$ cat src/rtl/err_backprop.sv
// Error back-propagation stage: computes (prediction - label) >>> lr_shift, saturates it,
// tags batch boundaries and buffers the result in a small FIFO toward the weight-update engine.
module err_backprop #(
  parameter int bitwidth   = 8,
  parameter int fifo_depth = 4,
  parameter int lr_shift   = 2,
  parameter int batch_size = 3
) (
  input  logic                clk,
  input  logic                rst,
  input  logic [bitwidth-1:0] pred_in,
  input  logic [bitwidth-1:0] label_in,
  input  logic                pred_valid,
  output logic                in_ready,
  output logic [bitwidth-1:0] err_out,
  output logic                err_last,
  output logic                err_valid,
  input  logic                err_ready
);

  localparam int aw    = (fifo_depth > 1) ? $clog2(fifo_depth) : 1;
  localparam int cnt_w = aw + 1;
  localparam int cw    = (batch_size > 1) ? $clog2(batch_size) : 1;
  localparam logic [cnt_w-1:0] depth_c = cnt_w'(fifo_depth);
  localparam logic [cw-1:0]    last_c  = cw'(batch_size - 1);

  logic signed [bitwidth:0] diff;
  logic signed [bitwidth:0] scaled;
  logic [bitwidth-1:0]      err_sat;

  logic [bitwidth:0]  mem [fifo_depth];
  logic [aw-1:0]      wr_ptr;
  logic [aw-1:0]      rd_ptr;
  logic [cnt_w-1:0]   count;
  logic [cw-1:0]      batch_cnt;
  logic               full;
  logic               empty;
  logic               push;
  logic               pop;
  logic               is_last;
  logic [bitwidth:0]  head;

  // The top two bits of the shifted value disagree only when it falls outside the signed range.
  always_comb begin
    diff    = $signed({1'b0, pred_in}) - $signed({1'b0, label_in});
    scaled  = diff >>> lr_shift;
    err_sat = scaled[bitwidth-1:0];
    if (scaled[bitwidth] != scaled[bitwidth-1]) begin
      err_sat = scaled[bitwidth] ? {1'b1, {(bitwidth-1){1'b0}}}
                                 : {1'b0, {(bitwidth-1){1'b1}}};
    end
  end

  assign full     = (count == depth_c);
  assign empty    = (count == '0);
  assign in_ready = !full;
  assign push     = pred_valid && !full;
  assign pop      = err_ready && !empty;
  assign is_last  = (batch_cnt == last_c);

  always_ff @(posedge clk) begin
    if (push) begin
      mem[wr_ptr] <= {is_last, err_sat};
    end
  end

  always_ff @(posedge clk) begin
    if (rst) begin
      wr_ptr    <= '0;
      rd_ptr    <= '0;
      count     <= '0;
      batch_cnt <= '0;
    end else begin
      if (push) begin
        wr_ptr    <= wr_ptr + 1'b1;
        batch_cnt <= is_last ? '0 : batch_cnt + 1'b1;
      end
      if (pop) begin
        rd_ptr <= rd_ptr + 1'b1;
      end
      case ({push, pop})
        2'b10:   count <= count + 1'b1;
        2'b01:   count <= count - 1'b1;
        default: count <= count;
      endcase
    end
  end

  assign head      = mem[rd_ptr];
  assign err_valid = !empty;
  assign err_out   = empty ? '0 : head[bitwidth-1:0];
  assign err_last  = empty ? 1'b0 : head[bitwidth];

endmodule

$ cat config.mk
export PLATFORM = sky130hd
export DESIGN_NAME = err_backprop
export DESIGN_NICKNAME = d
export VERILOG_FILES = /design/src/rtl/err_backprop.sv
export SDC_FILE = /design/constraint.sdc
export NUM_CORES = 1
export LEC_CHECK = 0
export ABC_AREA = 0
export BUFFER_PORTS_ARGS = -buffer_cell sky130_fd_sc_hd__buf_2
export CAP_MARGIN = 5
export CORE_MARGIN = 4
export CORE_UTILIZATION = 53
export DETAILED_ROUTE_END_ITERATION = 10
export PLACE_DENSITY = 0.72
export SYNTH_ARGS = -nofsm -noshare
export SYNTH_HDL_FRONTEND = slang
export SYNTH_SLANG_ARGS = --single-unit
export TNS_END_PERCENT = 20
$ cat constraint.sdc
create_clock -name clk -period 3.5 [get_ports clk]
set_input_delay 1.05 -clock clk [delete_from_list [all_inputs] [get_ports clk]]
set_output_delay 1.05 -clock clk [all_outputs]
set_load 0.1 [all_outputs]
==> summary.txt, run 1 <==
Floorplanning
  – Die Span X: 69.8 µm
  – Placement Rows: 22
  – Initial core utilization: 0.550
  – IO Pins: 31
  – Die Span Y: 69.8 µm
  – Die Area: 0.00488 mm²
  – Core area: 0.00369 mm²

Setup path
  – Reg2reg start: count[0]
  – FF-to-FF path depth: 10
  – Crit path kind: flop to output pin
  – Critical path, cell by cell: mux4_2 > and2_1 > buf_2
  – Worst EP required: 2.45 ns
  – CP Max Fanout: 8
  – Crit path DAT: 1.98 ns
  – R2r endpoint: count[2]
  – Worst setup path endpoint: err_out[4]
  – CP startpoint kind: flop
  – Slowest stage delay, CP: 0.65 ns
  – Delay-heaviest family, CP: flip-flops
  – Worst path bufs/invs: 1
  – Reg2Reg Setup Slack: 1.23 ns
  – Critical path depth in cells: 3
  – CP max stage cell: dfxtp_1
  – Crit end category: output pin

Timing
  – Finish-stage setup viols: 0
  – Hold slack final: slightly below 0.5 ns
  – Post-layout min period: 3.03 ns
  – Slew @ Worst Pin: 0.518 ns
  – Highest clock rate: 0.330 GHz
  – Max Slew Vio Count: 0
  – Sum of negative setup slack: 0 ns
  – RSZ-0062 raised after global routing: false
  – Crit share post-route: 0.867
  – Final setup skew: 0.00604 ns
  – Max-slew headroom: 0.654
  – Post-route worst setup slack: 0.465 ns
  – Final hold vios: 0

Finish
  – Nets@finish: 215
  – Most common cell after layout, fill and taps aside: edfxtp_1
  – Most frequent cells in the layout: edfxtp_1 (32), buf_2 (30), inv_1 (12), nor2_1 (12), ha_1 (12)
  – Number of standard cells in the final layout excluding fillers: 231
  – Syn-to-layout area delta: 14.1%
  – Layout cells sized above 1: 0.284
  – # diodes: 0

Synthesis
  – Yosys warns: 0
  – Post-synthesis cell type count: 35
  – Post-Syn Instances: 150
  – Syn Nets: 183
  – Sequential share of the synthesized area: 0.583
  – Synth top area cells: edfxtp_1 (47%), dfxtp_1 (11%), mux4_2 (8.9%)
  – Mapped Avg Cell Area: 13.5 µm²
  – Synthesized flop and latch total: 43
  – Post-Syn Area: between 0.002 and 0.0025 mm²
  – Leading area contributor after synthesis: edfxtp_1
  – Share of the synthesized area in the top cell type: 0.474

Detailed routing
  – Routed wire per std cell: 14.4 µm
  – DRT iter0 DRCs: 93
  – DRC violations left: 0
  – WL final: 3340 µm
  – 1st-pass router iterations: 4
  – Via/cell ratio: 5.18
  – Vias: 1197
  – DRT antenna net count: 0

CTS
  – Clock Latency Late Sink: 0.29 ns
  – Root Buffer: clkbuf_8
  – Post-CTS Resized: 0
  – Post-CTS Setup Inserts: 0
  – CTS sink count: 43
  – CTS Hold Bufs: 0
  – CTS H-Tree Depth: 2
  – TritonCTS Buffers: 5
  – Clk slew on worst S/H paths: approximately 0.080 ns
  – CTS tree: yes
  – Deepest clock path buffer count: 2

Global route
  – Global-route wire length before repair: between 5000 and 6000 µm
  – Antenna violations before repair: 0
  – Total grt overflow: 0
  – Vias in the first global route: 1192
  – Total global routing track utilization: 0.151
  – Largest net degree at the start of global routing: 14

Worst hold path
  – Hold Crit Class: flop to flop

Placement
  – GP Congestion: slightly above 0.7
  – Hpwl dp: 2440 µm
  – Place WS: around 0.7 ns
  – Placed Instances: 223
  – IO Port Bufs: 30

Outcome
  – Status: completed

Job
  – MaxCap Viol Count: 0
-- worst min path at each step --
stage / startpoint / end / slack (ns) / depth (start not counted)
after floorplan: batch_cnt[1] / batch_cnt[1] / 0.45 / 2
after global placement: batch_cnt[1] / batch_cnt[1] / 0.46 / 2
after detailed placement: batch_cnt[1] / batch_cnt[1] / 0.48 / 2
after CTS: batch_cnt[1] / batch_cnt[1] / 0.49 / 2
after global routing: batch_cnt[1] / batch_cnt[1] / 0.52 / 2
final: batch_cnt[1] / batch_cnt[1] / 0.49 / 2
-- state kept, by name, summed over array words and instances, names as in the netlist, named ones only --
signal / cells
batch_cnt: 2
count: 3
mem: 32
rd_ptr: 2
wr_ptr: 2
-- area by class of cell --
cell class	instances	area [µm²]
fillers	309	1380
flip-flops and latches	43	1180
multi-input cells	89	766
repair buffers	30	150
clock buffers	5	68.8
well taps	48	60.1
inverters	13	48.8
clock inverters	3	38.8
-- kinds of logic (layout without fill, tap and decap cells) --
kind of cell               Yosys count  count (layout)  share of synthesized area
AOI/OAI and AO/OA                   15              15                     0.0463
xor gates and xnor gates             9               9                     0.0389
adders and majority gates           13              13                     0.0839
buffers and inverters               18              51                     0.0395
DFF                                 43              43                      0.583
muxes                                8               8                     0.0889
and+or+nand+nor                     44              44                      0.120
-- layer usage --
metal / global-route usage / vias up / part of all wire
met5: 0 / - / 0
met2: 0.243 / 25 / 0.47
met3: 0.0420 / 6 / 0.039
met4: 0.0574 / 0 / 0.016
li1: - / 595 / -
met1: 0.192 / 571 / 0.47
-- cell usage after synthesis, drive strengths merged --
master and n:
a31oi 1, nand2 6, a21o 1, nand3 2, a21oi 9, or3 4, dfxtp 11, xnor2 5
o21ai 2, nand2b 1, nand4 1, nor2b 3, ha 12, mux4 8, edfxtp 32, inv 13
nor2 12, and3 4, clkbuf 2, a211oi 1, fa 1, a21boi 1, and2 10, buf 3
xor2 4, nand3b 1
-- worst reg2reg max path, stage by stage (launching register included) --
cell	delay (ns)
dfxtp_1	0.33
inv_1	0.11
nand3_2	0.14
and2_2	0.26
inv_2	0.09
ha_1	0.19
inv_1	0.06
fa_1	0.37
xor2_1	0.16
or3_1	0.31
a21oi_1	0.16
-- through the flow --
stage,utilization,area [µm²]
after floorplan,-,2030
after global placement,0.598,2210
after detailed placement,0.598,2210
after CTS,0.627,2310
after global routing,0.627,2310
final,0.627,2310
Power of run 1 is left out: the tool's default activity adds up to more than one toggle a clock period on the data nets, which glitch-free logic cannot reach.
==> inputs of run 2 (changes only) <==
- CORE_UTILIZATION: 53 -> 50
- PLACE_DENSITY: 0.72 -> 0.71
- clock period: 3.5 -> 2.5 ns (I/O delays scaled with it)
==> summary.txt, run 2 (synthesis results as in run 1) <==
Global route
  – Vias in the first global route: 1243 (+4.3%)
  – Total global routing track utilization: 0.145 (-0.00586)
  – Global-route wire length before repair: 5610 µm (-0.25%)
  – Antenna violations before repair: 0 (unchanged)
  – Total grt overflow: 0 (unchanged)
  – Largest net degree at the start of global routing: 14 (unchanged)

Floorplanning
  – Die Area: 0.00514 mm² (+5.3%)
  – Die Span Y: 71.7 µm (+2.6%)
  – Initial core utilization: 0.534 (-0.0159)
  – IO Pins: 31 (unchanged)
  – Die Span X: 71.7 µm (+2.6%)
  – Core area: 0.00380 mm² (+3.0%)
  – Placement Rows: 22 (unchanged)

Timing
  – RSZ-0062 raised after global routing: false
  – Max-slew headroom: 0.679 (+0.0244)
  – Crit share post-route: 0.964
  – Post-layout min period: between 2 and 2.5 ns
  – Final setup skew: 0.00761 ns (+0.00157 ns)
  – Slew @ Worst Pin: 0.485 ns (-0.0326 ns)
  – Hold slack final: 0.488 ns (-0.00540 ns)
  – Finish-stage setup viols: 0 (unchanged)
  – Final hold vios: 0 (unchanged)
  – Max Slew Vio Count: 0 (unchanged)
  – Highest clock rate: 0.415 GHz

Detailed routing
  – 1st-pass router iterations: 4 (unchanged)
  – Via/cell ratio: 5.08 (-2.0%)
  – Vias: 1183 (-1.2%)
  – Routed wire per std cell: 14.1 µm (-2.1%)
  – DRC violations left: 0 (unchanged)
  – WL final: 3300 µm (-1.3%)
  – DRT iter0 DRCs: 64 (-31%)
  – DRT antenna net count: 0 (unchanged)

Finish
  – Max reg flops: 32 (unchanged)
  – Most frequent cells in the layout: edfxtp_1 (32), buf_2 (21), inv_1 (12), nor2_1 (12), ha_1 (12)
  – Layout cells sized above 1: 0.308 (+0.0240)
  – Largest regs: mem (32), count (3)
  – Nets@finish: 217 (+0.93%)
  – # diodes: 0 (unchanged)
  – Most common cell after layout, fill and taps aside: edfxtp_1
  – Largest Register: mem
  – Syn-to-layout area delta: 17.9%

Setup path
  – Crit path DAT: 1.66 ns (-0.32 ns)
  – CP Max Fanout: 8 (unchanged)
  – Crit end category: output pin
  – Slowest stage delay, CP: 0.49 ns (-0.16 ns)
  – Critical path, cell by cell: buf_12 > mux4_2 > and2_2 > buf_6
  – Crit path kind: flop to output pin
  – CP startpoint kind: flop
  – Worst path bufs/invs: 2 (+1)
  – Worst EP required: 1.75 ns (-0.70 ns)
  – Reg2reg start: count[0]
  – Delay-heaviest family, CP: multiplexers
  – CP max stage cell: mux4_2

CTS
  – Root Buffer: clkbuf_8
  – Clk slew on worst S/H paths: 0.08 ns (about the same)
  – Post-CTS Resized: 6 (+6)
  – TritonCTS Buffers: 5 (unchanged)
  – Clock Latency Late Sink: 0.29 ns (about the same)
  – CTS sink count: 43 (unchanged)
  – CTS tree: yes
  – CTS Hold Bufs: 0 (unchanged)
  – Post-CTS Setup Inserts: 0 (unchanged)
  – CTS H-Tree Depth: 2 (unchanged)
  – Deepest clock path buffer count: 2 (unchanged)

Worst hold path
  – Hold Crit Class: flop to flop
  – HP Start: batch_cnt[0]

Placement
  – GP Congestion: 0.756 (+4.6%)
  – IO Port Bufs: 30 (unchanged)
  – Hpwl dp: 2550 µm (+4.7%)

Outcome
  – Status: completed

Job
  – MaxCap Viol Count: 0 (unchanged)
-- run 2: metal layers --
metal / vias up / share of wire / global-route usage / wire (µm)
li1: 598 / - / - / -
met1: 553 / 0.44 / 0.169 / 1440
met2: 28 / 0.51 / 0.255 / 1680
met3: 4 / 0.039 / 0.0309 / 127
met4: 0 / 0.016 / 0.0626 / 54
met5: - / 0 / 0 / 0
-- run 2: cell type report --
class / instances / area [µm²]
Tap cell: 48 / 60.1
Timing Repair Buffer: 32 / 219
Inverter: 13 / 48.8
Sequential cell: 43 / 1180
Multi-Input combinational cell: 89 / 767
Fill cell: 280 / 1410
Clock inverter: 1 / 5.00
Clock buffer: 7 / 108
-- run 2: final timing paths --
check,end,slack (ns),cells past startpoint
hold / removal,batch_cnt[0],0.49,2
setup / recovery,err_out[6],0.09,4
hold reg to reg,batch_cnt[0],0.49,2
setup reg to reg,count[2],0.25,10
-- run 2: worst min-delay path, stage by stage, from the launching register on --
cell and delay, ns:
dfxtp_1 0.33, nand2_1 0.06, a21oi_1 0.05
-- run 2: metrics by stage --
| step | cells | setup TNS, ns | setup WS [ns] | utilization | area [µm²] |
|---|---|---|---|---|---|
| 4_1_cts | 233 | -0.0902 | -0.0455 | 0.622 | 2360 |
| 6_report | 233 | 0 | 0.0897 | 0.629 | 2390 |
| 3_3_place_gp | 225 | 0 | 0.107 | 0.588 | 2230 |
| 3_5_place_dp | 225 | 0 | 0.0207 | 0.588 | 2230 |
| 2_1_floorplan | 150 | -0.176 | -0.176 | - | 2030 |
| 5_1_grt | 233 | 0 | 0.00999 | 0.629 | 2390 |
Power of run 2 is left out for the same reason.
